**src/rtl/axi4_lite_master.sv**
```systemverilog
// rtl/axi4_lite_master.sv - single-outstanding AXI4-Lite master driven by a simple cmd/rsp port
module axi4_lite_master #(
  parameter int ADDR_WIDTH = 4,
  parameter int DATA_WIDTH = 32
) (
  input  logic                  ACLK,
  input  logic                  ARESETn,
  input  logic                  cmd_valid,
  output logic                  cmd_ready,
  input  logic                  cmd_write,
  input  logic [ADDR_WIDTH-1:0] cmd_addr,
  input  logic [DATA_WIDTH-1:0] cmd_wdata,
  output logic                  rsp_valid,
  output logic                  rsp_write,
  output logic [DATA_WIDTH-1:0] rsp_rdata,
  output logic [1:0]            rsp_resp,
  output logic                  busy,
  output logic [ADDR_WIDTH-1:0] AWADDR,
  output logic                  AWVALID,
  input  logic                  AWREADY,
  output logic [DATA_WIDTH-1:0] WDATA,
  output logic                  WVALID,
  input  logic                  WREADY,
  input  logic [1:0]            BRESP,
  input  logic                  BVALID,
  output logic                  BREADY,
  output logic [ADDR_WIDTH-1:0] ARADDR,
  output logic                  ARVALID,
  input  logic                  ARREADY,
  input  logic [DATA_WIDTH-1:0] RDATA,
  input  logic [1:0]            RRESP,
  input  logic                  RVALID,
  output logic                  RREADY
);

  typedef enum logic [2:0] {IDLE, WR_REQ, WR_RESP, RD_REQ, RD_RESP} state_t;

  state_t state;
  logic   aw_done;
  logic   w_done;
  logic   aw_hs;
  logic   w_hs;

  assign aw_hs = AWVALID & AWREADY;
  assign w_hs  = WVALID & WREADY;
  assign busy  = (state != IDLE);
  // Held off during the completion pulse so a new request never overlaps rsp_valid.
  assign cmd_ready = (state == IDLE) & ~rsp_valid;

  always_ff @(posedge ACLK or negedge ARESETn) begin
    if (!ARESETn) begin
      state     <= IDLE;
      aw_done   <= 1'b0;
      w_done    <= 1'b0;
      AWADDR    <= '0;
      AWVALID   <= 1'b0;
      WDATA     <= '0;
      WVALID    <= 1'b0;
      BREADY    <= 1'b0;
      ARADDR    <= '0;
      ARVALID   <= 1'b0;
      RREADY    <= 1'b0;
      rsp_valid <= 1'b0;
      rsp_write <= 1'b0;
      rsp_rdata <= '0;
      rsp_resp  <= 2'b00;
    end else begin
      rsp_valid <= 1'b0;
      case (state)
        IDLE: begin
          if (cmd_valid && cmd_ready) begin
            if (cmd_write) begin
              AWADDR  <= cmd_addr;
              WDATA   <= cmd_wdata;
              AWVALID <= 1'b1;
              WVALID  <= 1'b1;
              aw_done <= 1'b0;
              w_done  <= 1'b0;
              state   <= WR_REQ;
            end else begin
              ARADDR  <= cmd_addr;
              ARVALID <= 1'b1;
              state   <= RD_REQ;
            end
          end
        end
        WR_REQ: begin
          if (aw_hs) begin
            AWVALID <= 1'b0;
            aw_done <= 1'b1;
          end
          if (w_hs) begin
            WVALID <= 1'b0;
            w_done <= 1'b1;
          end
          // AW and W may complete in either order or together.
          if ((aw_done || aw_hs) && (w_done || w_hs)) begin
            BREADY <= 1'b1;
            state  <= WR_RESP;
          end
        end
        WR_RESP: begin
          if (BVALID && BREADY) begin
            BREADY    <= 1'b0;
            rsp_resp  <= BRESP;
            rsp_write <= 1'b1;
            rsp_valid <= 1'b1;
            state     <= IDLE;
          end
        end
        RD_REQ: begin
          if (ARVALID && ARREADY) begin
            ARVALID <= 1'b0;
            RREADY  <= 1'b1;
            state   <= RD_RESP;
          end
        end
        RD_RESP: begin
          if (RVALID && RREADY) begin
            RREADY    <= 1'b0;
            rsp_rdata <= RDATA;
            rsp_resp  <= RRESP;
            rsp_write <= 1'b0;
            rsp_valid <= 1'b1;
            state     <= IDLE;
          end
        end
        default: state <= IDLE;
      endcase
    end
  end

endmodule

```
**config.mk**
```make
export PLATFORM = sky130hd
export DESIGN_NAME = axi4_lite_master
export DESIGN_NICKNAME = d
export VERILOG_FILES = /design/src/rtl/axi4_lite_master.sv
export SDC_FILE = /design/constraint.sdc
export NUM_CORES = 1
export LEC_CHECK = 0
export CAP_MARGIN = 40
export CELL_PAD_IN_SITES_DETAIL_PLACEMENT = 0
export CELL_PAD_IN_SITES_GLOBAL_PLACEMENT = 1
export CORE_ASPECT_RATIO = 1.5
export CORE_MARGIN = 4
export CORE_UTILIZATION = 36
export CTS_BUF_LIST = sky130_fd_sc_hd__clkbuf_4
export DETAILED_ROUTE_END_ITERATION = 10
export MAX_ROUTING_LAYER = met4
export PLACE_DENSITY = 0.95
export SLEW_MARGIN = 25
export SYNTH_ARGS = -nofsm -noshare
export SYNTH_HDL_FRONTEND = slang
export SYNTH_SLANG_ARGS = --single-unit
export TNS_END_PERCENT = 50
```
**constraint.sdc**
```tcl
create_clock -name ACLK -period 3.3 [get_ports ACLK]
set_input_delay 0.33 -clock ACLK [delete_from_list [all_inputs] [get_ports ACLK]]
set_output_delay 0.33 -clock ACLK [all_outputs]
set_load 0.05 [all_outputs]
```
# [Yosys cells after proc, flatten, opt, wreduce, memory -nomap -nowiden]
# Cells that the tools add are included.
[op_classes] eq_ne=13 bitwise_logic=5 n_mux=37 div=0 n_lt_le_gt_ge=0 n_reduce_logical=24 n_addsub=0 n_mul=0 n_shift=0
[op_table] cell="$mux 1" count=18
[op_table] cell="$pmux 1 s2" count=9
[op_table] cell="$ne 2x2->1 const B" count=8
[op_table] cell="$mux 3" count=5
[op_table] cell="$pmux 3 s5" count=1
[op_table] cell="$reduce_and 3->1" count=5
[op_table] cell="$reduce_and 4->1" count=3
[op_table] cell="$reduce_bool 2->1" count=5
[op_table] cell="$eq 3x2->1 const B" count=2
[op_table] cell="$mux 2" count=3
[op_table] cell="$logic_and 1x1->1" count=5
[op_table] cell="$reduce_and 5->1" count=1
[op_table] cell="$pmux 2 s2" count=1
[op_table] cell="$and 1x1->1" count=3
[op_table] cell="$eq 3x1->1 const B" count=1
[op_table] cell="$eq 3x3->1 const B" count=1
[op_table] cell="$logic_not 3->1" count=1
[op_table] cell="$reduce_bool 3->1" count=1
[op_table] cell="$logic_or 1x1->1" count=2
[op_table] cell="$ne 2x1->1 const B" count=1
[op_table] cell="$not 1->1" count=2
[op_table] cell="$reduce_and 2->1" count=1
[totals] ramBits=0 memories=0 rom_bits=0 latchBits=0 regBits=86 output_inout_bits=83

# [Depth between registers and ports, before layout]
[depth] word_depth=5 depth_mapped=6 depth_no_buf=4

# [Worst setup path before layout]
# OpenSTA, ideal clock, no wires.
[synth_path] path_type="flip-flop to output port" start="reg state[1]" end="out cmd_ready" arrival_ps=1774 stages_incl_launch_ff=5 path_slack_ps=1196 required_ps=2970 n_path_buf=1 path_cell_list="dfrtp_1 -> buf_4 -> nor3_4 -> inv_1 -> nor2_1"
[synth_between] elab_chain_len=2
[synth_lines] element="start: declaration" line="38" text="state_t state;"
[synth_lines] element="start signal: assignment" line="52" text="state <= IDLE;"
[synth_lines] element="start signal: assignment" line="79" text="state <= WR_REQ;"
[synth_lines] element="start signal: assignment" line="83" text="state <= RD_REQ;"
[synth_lines] element="$logic_not 3->1" line="48" text="assign cmd_ready = (state == IDLE) & ~rsp_valid;"
[synth_lines] element="$and 1x1->1" line="48"
[synth_lines] element="end: declaration" line="9" text="output logic cmd_ready,"
# Every way passes these cells.

# [Final worst setup path]
[layout_path] start="reg state[2]" end="out cmd_ready"
# Same word-level chain as after synthesis.

==> results_dict.tcl <==
set metrics [dict create \
    status "finished, final reports clean" \
    tns_ns 0 \
    cts_hold_buf 1 \
    path_max_fanout 10 \
    ant_nets 0 \
    rsz0062_at_grt "false" \
    antenna_found_initial 0 \
    p_leak_nw 2.43 \
    worst_setup_path_end_kind "primary output" \
    first_global_vias 2585 \
    grt_max_degree 46 \
    n_fill_cell 793 \
    start_kind "flip-flop" \
    worst_slew_pin_slew_ns 0.591 \
    synth_warnings 0 \
    numCtsBuffers 9 \
    cts_tree "built" \
    start_util_pct 37.5 \
    period_share_pct 79.5 \
    root_buffer "clkbuf_4" \
    drt_iter0_drc 70 \
    wl_per_cell_um 16.1 \
    ys_seq_area_share_pct 61.3 \
    syn_to_final_growth_pct 53.5 \
    clockBufferDepth 2 \
    yosysUniqueCellTypes 29 \
    setup-violations-final 0 \
    period_minus_slack_ns 2.62 \
    routabilityCongestion 0.801 \
    grt.total_usage_pct 14.8 \
    cap_violations 0 \
    ir_worst_vdd_mv 0.704 \
    dieHeight_um 129 \
    powerDensity_mw_per_mm2 1120 \
    synthCells 226 \
    routed_wl_um 8170 \
    antennaDiodeCount 0 \
    cts_resized 0 \
    first_pass_iters 4 \
    clkLatencyLatePin_ns 0.42 \
    grt_first_pass_wirelength_um 12600 \
    arrival_ns 2.29 \
    synth_top_area_share_pct 61.3 \
    vias 2402 \
    dieArea_mm2 0.0114 \
    synth_fp_nets 307 \
    fmax_mhz 381 \
    netlist_area_mm2 0.00351 \
    finalClockSkew_ns 0.00977 \
    ios 164 \
    via_per_inst 4.72 \
    rows 43 \
    drive_gt1_share_pct 25.2 \
    total_power_mw 6.06 \
    hold_violations 0 \
    nets 474 \
    slew_viol_final 0 \
    clock-sinks 86 \
    htreeDepth 3 \
    hp-class "primary input to asynchronous set/reset pin" \
    path_class "flip-flop to primary output" \
    overflow 0 \
    postCtsSetupBuffers 0 \
    avgSynthCellArea_um2 15.5 \
    relSlewSlack_pct 60.6 \
    required_ns 2.97 \
    synth_top_area_cell "dfrtp_1" \
    portBuffers 163 \
    die_w_um 88.6 \
    core-area_mm2 0.00936 \
    detailed_place_hpwl_um 6320 \
    ys_seq_elements 86 \
    drc 0 \
    cts.clk_slew.worst_paths_ns 0.13 \
    yosys-top-cells-area "dfrtp_1 61%, mux2_2 19%, mux2_4 7.7%, buf_6 1.9%, nor3_4 0.93%" \
]
[path summary, 6_finish.rpt]
check	start	endpoint	slack, ns	cells past startpoint
setup / recovery	state[2]	cmd_ready	0.68	4
max in group asynchronous	ARESETn	ARADDR[3]	2.23	3
hold reg to reg	w_done	w_done	0.50	1
hold / removal	ARESETn	rsp_rdata[2]	0.46	2
setup reg to reg	state[2]	rsp_rdata[24]	1.32	4
min in group ACLK	w_done	w_done	0.50	1
[per-layer routing]
layer,track usage (%),part of all wire [%],vias up
met2,24.1,52,92
li1,-,-,1136
met3,2.82,6.3,14
met1,17.2,39,1160
met5,-,0,-
met4,7.65,2.4,0
[flip-flops by register name (all words and copies together), names as in the netlist]
name and flops:
rsp_rdata 32, state 3, ARADDR 4, WVALID 1
aw_done 1, BREADY 1, w_done 1, RREADY 1
ARVALID 1, WDATA 32, rsp_valid 1, rsp_resp 2
AWADDR 4, AWVALID 1, rsp_write 1
[Yosys cell counts, drive strengths merged]
library cell	number
a31oi	4
nor2b	3
buf	11
nand3	5
a21oi	4
nor3	2
and3	1
nand4	1
and3b	1
a32oi	2
a21o	4
a22oi	1
inv	8
o22ai	2
a31o	1
nor2	3
nand2	2
nand3b	1
o21ai	3
nor3b	2
dfrtp	86
and2	2
mux2	76
nand2b	1
[cell families after synthesis]
kind of cell           share of synthesized area, %
AO/OA/AOI/OAI                                  3.89
buffers and inverters                          3.71
flip-flops                                     61.3
multiplexers                                   26.3
AND/OR/NAND/NOR                                4.78
[worst max-delay path: stages, from the launching register on]
cell             delay, ns
dfrtp_1               0.52
nor3_4                0.29
inv_1                 0.14
nor2_1                0.11
clkdlybuf4s50_1       0.81
[power breakdown]
part	total [mW]	internal, mW	switching [mW]
clock	0.647	0.309	0.339
sequential	1.83	1.53	0.295
combinational	3.58	1.37	2.22
[stage by stage]
| step | instance area [um2] | hold slack, ns | worst slack [ns] | util, % | cells |
|---|---|---|---|---|---|
| global placement | 5210 | 0.463 | 1.16 | 55.6 | 492 |
| CTS | 5390 | 0.417 | 0.619 | 57.5 | 509 |
| detailed placement | 5230 | 0.372 | 1.12 | 55.8 | 493 |
| finish | 5390 | 0.458 | 0.675 | 57.5 | 509 |
| global route | 5390 | 0.457 | 0.500 | 57.5 | 509 |
| floorplan | 3510 | 0.0344 | 1.20 | - | 226 |
[layout by cell type, fill, tap and decap left out, types with 4 or more instances in the layout]
cell	Yosys	final
clkdlybuf4s50_1	0	162
dfrtp_1	86	86
a31oi_1	4	4
a21oi_1	4	4
mux2_2	58	58
inv_1	8	8
a21o_1	4	4
mux2_4	18	18
clkbuf_4	0	10
nand3_1	4	4
[final cells by class]
cell class              instances  area [um2]  area share [%]
clock buffers                  10        75.1            1.39
repair buffers                167        1690            31.3
inverters                       8        30.0           0.557
multi-input cells             121        1230            22.8
flip-flops and latches         86        2150            40.0
clock inverters                 5        75.1            1.39
well taps                     112         140            2.60
(Power assumes the default switching activity.)
